--- config.mk ---
export PLATFORM = sky130hd
export DESIGN_NAME = imm_extend_queue_flat
export DESIGN_NICKNAME = d
export VERILOG_FILES = /design/src/rtl/imm_extend_queue_if.sv /design/src/rtl/imm_extend_queue.sv /design/src/flat_wrapper.sv
export SDC_FILE = /design/constraint.sdc
export NUM_CORES = 1
export LEC_CHECK = 0
export CORE_ASPECT_RATIO = 2
export CORE_MARGIN = 5
export CORE_UTILIZATION = 40
export CTS_BUF_LIST = sky130_fd_sc_hd__clkbuf_16
export DETAILED_ROUTE_END_ITERATION = 7
export PLACE_DENSITY = 0.64
export SLEW_MARGIN = 0
export SYNTH_ARGS = -nofsm -noshare
export SYNTH_HDL_FRONTEND = slang
export SYNTH_SLANG_ARGS = --single-unit
--- constraint.sdc ---
create_clock -name clk -period 2.5 [get_ports clk]
set_input_delay 0.625 -clock clk [delete_from_list [all_inputs] [get_ports clk]]
set_output_delay 0.625 -clock clk [all_outputs]
set_load 0.03 [all_outputs]
--- src/rtl/imm_extend_queue_if.sv ---
// ---------------------------------------------------------------------------
// imm_extend_queue_if
// Handshake bundle between decode (producer), the immediate-extension queue
// and execute (consumer).
//   in_valid/in_ready   : push handshake, decode -> queue
//   in_imm/in_mode      : raw immediate field and 2-bit extension mode
//   out_valid/out_ready : pop handshake, queue -> execute
//   out_imm/out_mode    : extended head operand and its mode (0 when empty)
// master : drives the decode and execute sides (bench or pipeline glue)
// slave  : the queue itself
// ---------------------------------------------------------------------------
interface imm_extend_queue_if #(
   parameter int IN_W  = 16,
   parameter int OUT_W = 32
);
   logic             in_valid;
   logic             in_ready;
   logic [IN_W-1:0]  in_imm;
   logic [1:0]       in_mode;
   logic             out_valid;
   logic             out_ready;
   logic [OUT_W-1:0] out_imm;
   logic [1:0]       out_mode;

   modport master (
      output in_valid, in_imm, in_mode, out_ready,
      input  in_ready, out_valid, out_imm, out_mode
   );

   modport slave (
      input  in_valid, in_imm, in_mode, out_ready,
      output in_ready, out_valid, out_imm, out_mode
   );
endinterface

--- src/rtl/imm_extend_queue.sv ---
// ---------------------------------------------------------------------------
// imm_extend_queue
// Immediate-extension unit followed by a 2-entry FIFO with valid/ready on
// both sides so decode and execute can stall independently.
//   clk   : rising-edge clock
//   reset : synchronous, active-high; clears count, pointers and entries
//   q     : imm_extend_queue_if.slave (push side in_*, pop side out_*)
// Extension modes: 00 sign, 01 zero, 10 upper placement, 11 branch offset.
// Build option: IMMEXT_BRSHIFT_EN -- when defined, mode 11 is sign-extend
// then shift left by 2; when undefined, mode 11 extends like mode 00 (the
// stored mode still reads back as 11).
// ---------------------------------------------------------------------------
module imm_extend_queue #(
   parameter int IN_W  = 16,
   parameter int OUT_W = 32
) (
   input logic               clk,
   input logic               reset,
   imm_extend_queue_if.slave q
);
   localparam int E = OUT_W - IN_W;

   // Occupancy doubles as the FSM state.
   typedef enum logic [1:0] {
      EMPTY = 2'd0,
      ONE   = 2'd1,
      FULL  = 2'd2
   } state_e;

   state_e           state_q, state_d;
   logic             rd_ptr_q, rd_ptr_d;
   logic             wr_ptr_q, wr_ptr_d;
   logic [OUT_W-1:0] val_q  [2];
   logic [1:0]       mode_q [2];

   logic             push, pop;
   logic [OUT_W-1:0] sext, ext;

   // ---------------- extension datapath ----------------
   always_comb begin
      sext = {{E{q.in_imm[IN_W-1]}}, q.in_imm};
      ext  = sext;
      case (q.in_mode)
         2'b01:   ext = {{E{1'b0}}, q.in_imm};
         2'b10:   ext = {q.in_imm, {E{1'b0}}};
`ifdef IMMEXT_BRSHIFT_EN
         2'b11:   ext = sext << 2;
`else
         2'b11:   ext = sext;
`endif
         default: ext = sext;
      endcase
   end

   // ---------------- handshakes ----------------
   // in_ready looks at occupancy only, so a pop in FULL cannot open the
   // door for a push on the same edge (no out_ready -> in_ready path).
   assign q.in_ready  = (state_q != FULL);
   assign q.out_valid = (state_q != EMPTY);
   assign q.out_imm   = (state_q == EMPTY) ? '0    : val_q[rd_ptr_q];
   assign q.out_mode  = (state_q == EMPTY) ? 2'b00 : mode_q[rd_ptr_q];

   assign push = q.in_valid  && q.in_ready;
   assign pop  = q.out_valid && q.out_ready;

   // ---------------- next state ----------------
   always_comb begin
      state_d  = state_q;
      rd_ptr_d = rd_ptr_q ^ pop;
      wr_ptr_d = wr_ptr_q ^ push;
      case (state_q)
         EMPTY: if (push) state_d = ONE;
         ONE: begin
            if (push && !pop)      state_d = FULL;
            else if (pop && !push) state_d = EMPTY;
         end
         FULL:  if (pop) state_d = ONE;
         default: state_d = EMPTY;
      endcase
   end

   // ---------------- state and storage ----------------
   always_ff @(posedge clk) begin
      if (reset) begin
         state_q   <= EMPTY;
         rd_ptr_q  <= 1'b0;
         wr_ptr_q  <= 1'b0;
         val_q[0]  <= '0;
         val_q[1]  <= '0;
         mode_q[0] <= 2'b00;
         mode_q[1] <= 2'b00;
      end else begin
         state_q  <= state_d;
         rd_ptr_q <= rd_ptr_d;
         wr_ptr_q <= wr_ptr_d;
         if (push) begin
            val_q[wr_ptr_q]  <= ext;
            mode_q[wr_ptr_q] <= q.in_mode;
         end
      end
   end
endmodule

--- src/flat_wrapper.sv ---
// flat-port wrapper written by rule: the top's interface ports become plain ports
module imm_extend_queue_flat 
#(
   parameter int IN_W  = 16,
   parameter int OUT_W = 32
)
  (clk, reset, q_in_valid, q_in_imm, q_in_mode, q_out_ready, q_in_ready, q_out_valid, q_out_imm, q_out_mode);
  imm_extend_queue_if #(.IN_W(IN_W), .OUT_W(OUT_W)) q_i ();
  input logic clk;
  input logic reset;
  input wire logic [$bits(q_i.in_valid)-1:0] q_in_valid;
  input wire logic [$bits(q_i.in_imm)-1:0] q_in_imm;
  input wire logic [$bits(q_i.in_mode)-1:0] q_in_mode;
  input wire logic [$bits(q_i.out_ready)-1:0] q_out_ready;
  output wire logic [$bits(q_i.in_ready)-1:0] q_in_ready;
  output wire logic [$bits(q_i.out_valid)-1:0] q_out_valid;
  output wire logic [$bits(q_i.out_imm)-1:0] q_out_imm;
  output wire logic [$bits(q_i.out_mode)-1:0] q_out_mode;
  assign q_i.in_valid = q_in_valid;
  assign q_i.in_imm = q_in_imm;
  assign q_i.in_mode = q_in_mode;
  assign q_i.out_ready = q_out_ready;
  assign q_in_ready = q_i.in_ready;
  assign q_out_valid = q_i.out_valid;
  assign q_out_imm = q_i.out_imm;
  assign q_out_mode = q_i.out_mode;
  imm_extend_queue #(.IN_W(IN_W), .OUT_W(OUT_W)) u_core (.clk(clk), .reset(reset), .q(q_i));
endmodule
# == Word-level counts from Yosys, hierarchy flattened ==
# Memory sizes are Yosys's and may differ from the RTL's. A register that Yosys moved wholly into a read port is not among the register bits.
# Index checks and enable logic that the tools add are counted.
# totals
mem_bits_rw,68
memories,2
reg_bits,4
# op_classes
muxes,21
eq_ne,8
reduce_logical,11
bitwise,2
# mem_list
memory,depth,word_bits,rd,rd_ports_with_merged_regs,write_ports,line,source
u_core.val_q,2,32,1,1,2,imm_extend_queue.sv:33,logic [OUT_W-1:0] val_q [2];
u_core.mode_q,2,2,1,1,2,imm_extend_queue.sv:34,logic [1:0] mode_q [2];
# op_table
operator,n
$mux 32,2
$pmux 32 s2,1
$reduce_or 32->1,1
$mux 2,6
$mux 1,11
$pmux 2 s3,1
$eq 2x1->1 const B,2
$eq 2x2->1 const B,2
$logic_and 1x1->1,4
$ne 2x1->1 const B,2
$ne 3x1->1 const B,1
$reduce_and 3->1,1
$logic_not 1->1,2
$logic_not 2->1,1
$ne 2x2->1 const B,1
$reduce_bool 2->1,1
$reduce_or 2->1,1
$xor 1x1->1,2

# == Depth between registers and ports, before layout ==
# depth
word_depth,7
ltp_mapped,7
mapped_depth_nobuf,5

# == Least setup slack after synthesis ==
# Ideal clock, no wire load.
# synth_path
path_type,input to register
startpoint,input reset
endpoint,"memory u_core.mode_q[1][0], enable pin"
path_buffers,1
stages,4
required_time_ps,2104
arrival_time_ps,2047
setup_slack_ps,57
setup_ps,396
cell_sequence,clkbuf_1 -> nor2b_1 -> nand3_1 -> nand2b_1
# synth_rtl
item,line,source
"start, declared",flat_wrapper.sv:10,input logic reset;
"end, declared",imm_extend_queue.sv:34,

==> impl_results.md <==
- Clock-pin slew on the worst setup and hold paths: around 50 ps
- Most used DFF post-synth: edfxtp_1
- Setup Buffers After CTS: 0
- Synth cell types: 29
- CP startpoint kind: input pin
- Worst R2R Setup Slack: about 800 ps
- Status: completed
- Worst path arrival time: 2440 ps
- IO Count: 58
- Synth top area cells: edfxtp_1, mux2i_1, nor2_1
- Tmin final: between 2000 and 2500 ps
- Port bufs: between 50 and 60
- Routed wl met3: 326 um
- FF-to-FF path depth: 4
- Critical Path RT: roughly 2600 ps
- TritonCTS clock tree: built
- Max VDD drop: approximately 0.5 mV
- Most common cell after layout, fill and taps aside: nor2_1
- Vias per cell: around 5.1
- Mapped Nets: about 300
- Clk root buf: clkbuf_16
- Layout cells sized above 1: 0.213
- Vias post-DR: 2,276
- Synthesis-to-layout area growth: 37.3%
- Layout Cells excl Fill: about 450
- Synth Cell Area: 3300 um2
- Hold/Removal Path Class: reg -> reg
- Final instance area: 4530 um2
- Hold Path Cell Cnt: 2
- Avg Cell Area, Syn: 12.0 um2
- Total wire length: between 7000 and 8000 um
- First-pass GRT wire length: ~12,000 um
- Flops & latches, synth: between 70 and 80
- Final period utilization: 0.942
- Worst Hold End: u_core.rd_ptr_q
- Post-synth top area share: 0.619
- Initial DRT Pass Iterations: 4
- Worst setup EP type: flop
- Leakage Power: between 0.0015 and 0.002 uW
- Clock Path Buffers: 2
- Largest family of logic cells by synthesized area: simple AND/OR/NAND/NOR gates
- Die ar.: between 10,000 and 15,000 um2
- Drt drc: 0
- Global-route usage over all layers: 0.165
- Largest area contributor in the netlist: edfxtp_1
- Crit path max fanout: 16
- CTS Buf Count: 9
- Max Fclk: about 420 MHz
- Adder-Cell Fraction of Synth Area: 0.00759
- Clock Sinks: 72
- Number of global-route vias before repair: ~2,400
- EDFF count, synth: 68
- Syn. warnings: 0
- Die height: roughly 140 um
- Most frequent cells in the layout: nor2_1, edfxtp_1, mux2i_1
- Slew HR: 0.590
- Antenna viol nets, final: 0
- Core area: 8170 um2
- Antenna violations before repair: 0
- Met1 wire length: 2850 um
- Post-Synth XOR/XNOR Area: 0.00266
- H-tree lvl count: 3
- Clk_lat worst skew: approximately 330 ps
- Number of hold buffers added after cts: 0
- Final net count: around 370
- Share of the yosys chip area belonging to registers: 0.643
- Pre-CTS setup slack: -345 ps
- # placed instances: between 400 and 500
- Routed len/inst: roughly 17 um
- Final hold violations: 0
- Cell row count: 47
- Top layer in use: met4
- Die extent in x: between 70 and 80 um
- R2r endpoint: u_core.val_q[0][25]
- Post-synth ARST share: 0
- Reg2reg start: u_core.state_q[0]
- WL met2: 4290 um
- Final worst slack: around 150 ps
- Pins Over Slew Limit: 0
- Largest net degree at the start of global routing: 35
- Max-Cap Viols: 0
- Placer Congestion: approximately 0.8
- Clock skew: around 3.2 ps
- Post-detail-place hpwl: around 5400 um
- Slew @ Worst Pin: 612 ps
- Power Dens Cells: 712 nW/um2
- Critical path class: in -> reg
- Compound-Gate Fraction of Synth Area: 0.0349
- DR iter-0 viols: around 150
- Final setup viols: 0
- Placed inst area: between 4000 and 5000 um2
- GRT Residual Overflow: 0
- Synthesized instance count: ~270
- Initial Utilization: 0.403
- Post-synthesis mux area share: 0.106
- Hold Crit Start: u_core.rd_ptr_q
- Post-Synth Simple-Gate Area: 0.175
- Diode count: 0
- RSZ-0062 raised after global routing: no
layer usage:
layer / track usage / vias to the layer above
li1: - / 1103
met1: 0.187 / 1097
met2: 0.276 / 58
met3: 0.0436 / 18
met4: 0.0816 / 0
met5: 0 / -
layout make-up:
| type | count | area, um2 |
|---|---|---|
| fill | 707 | 3650 |
| sequential | 72 | 2120 |
| multi-input combinational | 179 | 1080 |
| timing repair buffer | 76 | 893 |
| clock buffer | 9 | 225 |
| tap | 98 | 123 |
| clock inverter | 7 | 62.6 |
| inverter | 5 | 18.8 |
power breakdown:
part | internal (uW) | switching (uW) | leakage [uW]
Clock | 762 | 459 | 0.000146
Combinational | 250 | 318 | 0.000864
Sequential | 1410 | 25.4 | 0.000755
Total | 2420 | 803 | 0.00177
worst max-delay path by stage:
stage                                 start                  end  slack (ps)  depth (start not counted)
after floorplan                       reset  u_core.mode_q[1][0]          60                          4
after detailed placement       q_in_mode[0]  u_core.val_q[0][19]        -350                          6
final                          q_in_mode[0]  u_core.val_q[1][12]         150                          6
after global routing           q_in_mode[0]   u_core.val_q[1][3]          80                          6
after global placement         q_in_mode[0]  u_core.val_q[1][19]        -300                          6
after CTS                 u_core.state_q[0]           q_in_ready          70                          3
cell families after synthesis:
| kind of cell | after synthesis |
|---|---|
| simple gates | 119 |
| flops | 72 |
| mux | 35 |
| buf+inv | 23 |
| compound gates | 22 |
| fa+ha+maj | 2 |
| xor+xnor | 1 |
repair_timing:
item                                    in CTS  in global routing
endpoints found under the setup margin       2                  1
gates resized for setup                      1                  1
hold endpoints to repair                     0                  0
through the flow:
| stage | power (uW) | utilization | TNS [ps] | hold WS, ps |
|---|---|---|---|---|
| floorplan | 1750 | - | 0 | 490 |
| global placement | 2020 | 0.518 | -9800 | 512 |
| detailed placement | 2030 | 0.518 | -11450 | 516 |
| CTS | 3260 | 0.553 | 0 | 531 |
| global route | 3360 | 0.554 | 0 | 558 |
| finish | 3220 | 0.554 | 0 | 528 |
registers in the layout, summed over array words and instances, names as in the netlist:
| name | count |
|---|---|
| u_core.mode_q | 4 |
| u_core.rd_ptr_q | 1 |
| u_core.state_q | 2 |
| u_core.val_q | 64 |
| u_core.wr_ptr_q | 1 |
cells in the mapped netlist, drive strengths merged, types with 2 or more instances:
library cell  number
or3                2
nand2b             2
a21oi             17
buf                6
mux2i             35
and2              17
dfxtp              4
edfxtp            68
ha                 2
nor2b              2
nor2              72
and3              16
o21ai              3
inv                5
clkbuf            12
worst max-delay path, cell delays in order:
cell and delay, ps:
clkdlybuf4s50_1 470, inv_1 60, ha_1 320, or2_2 320
and4_1 390, and2_1 250
Note: power is estimated with default switching activity, not from simulation.
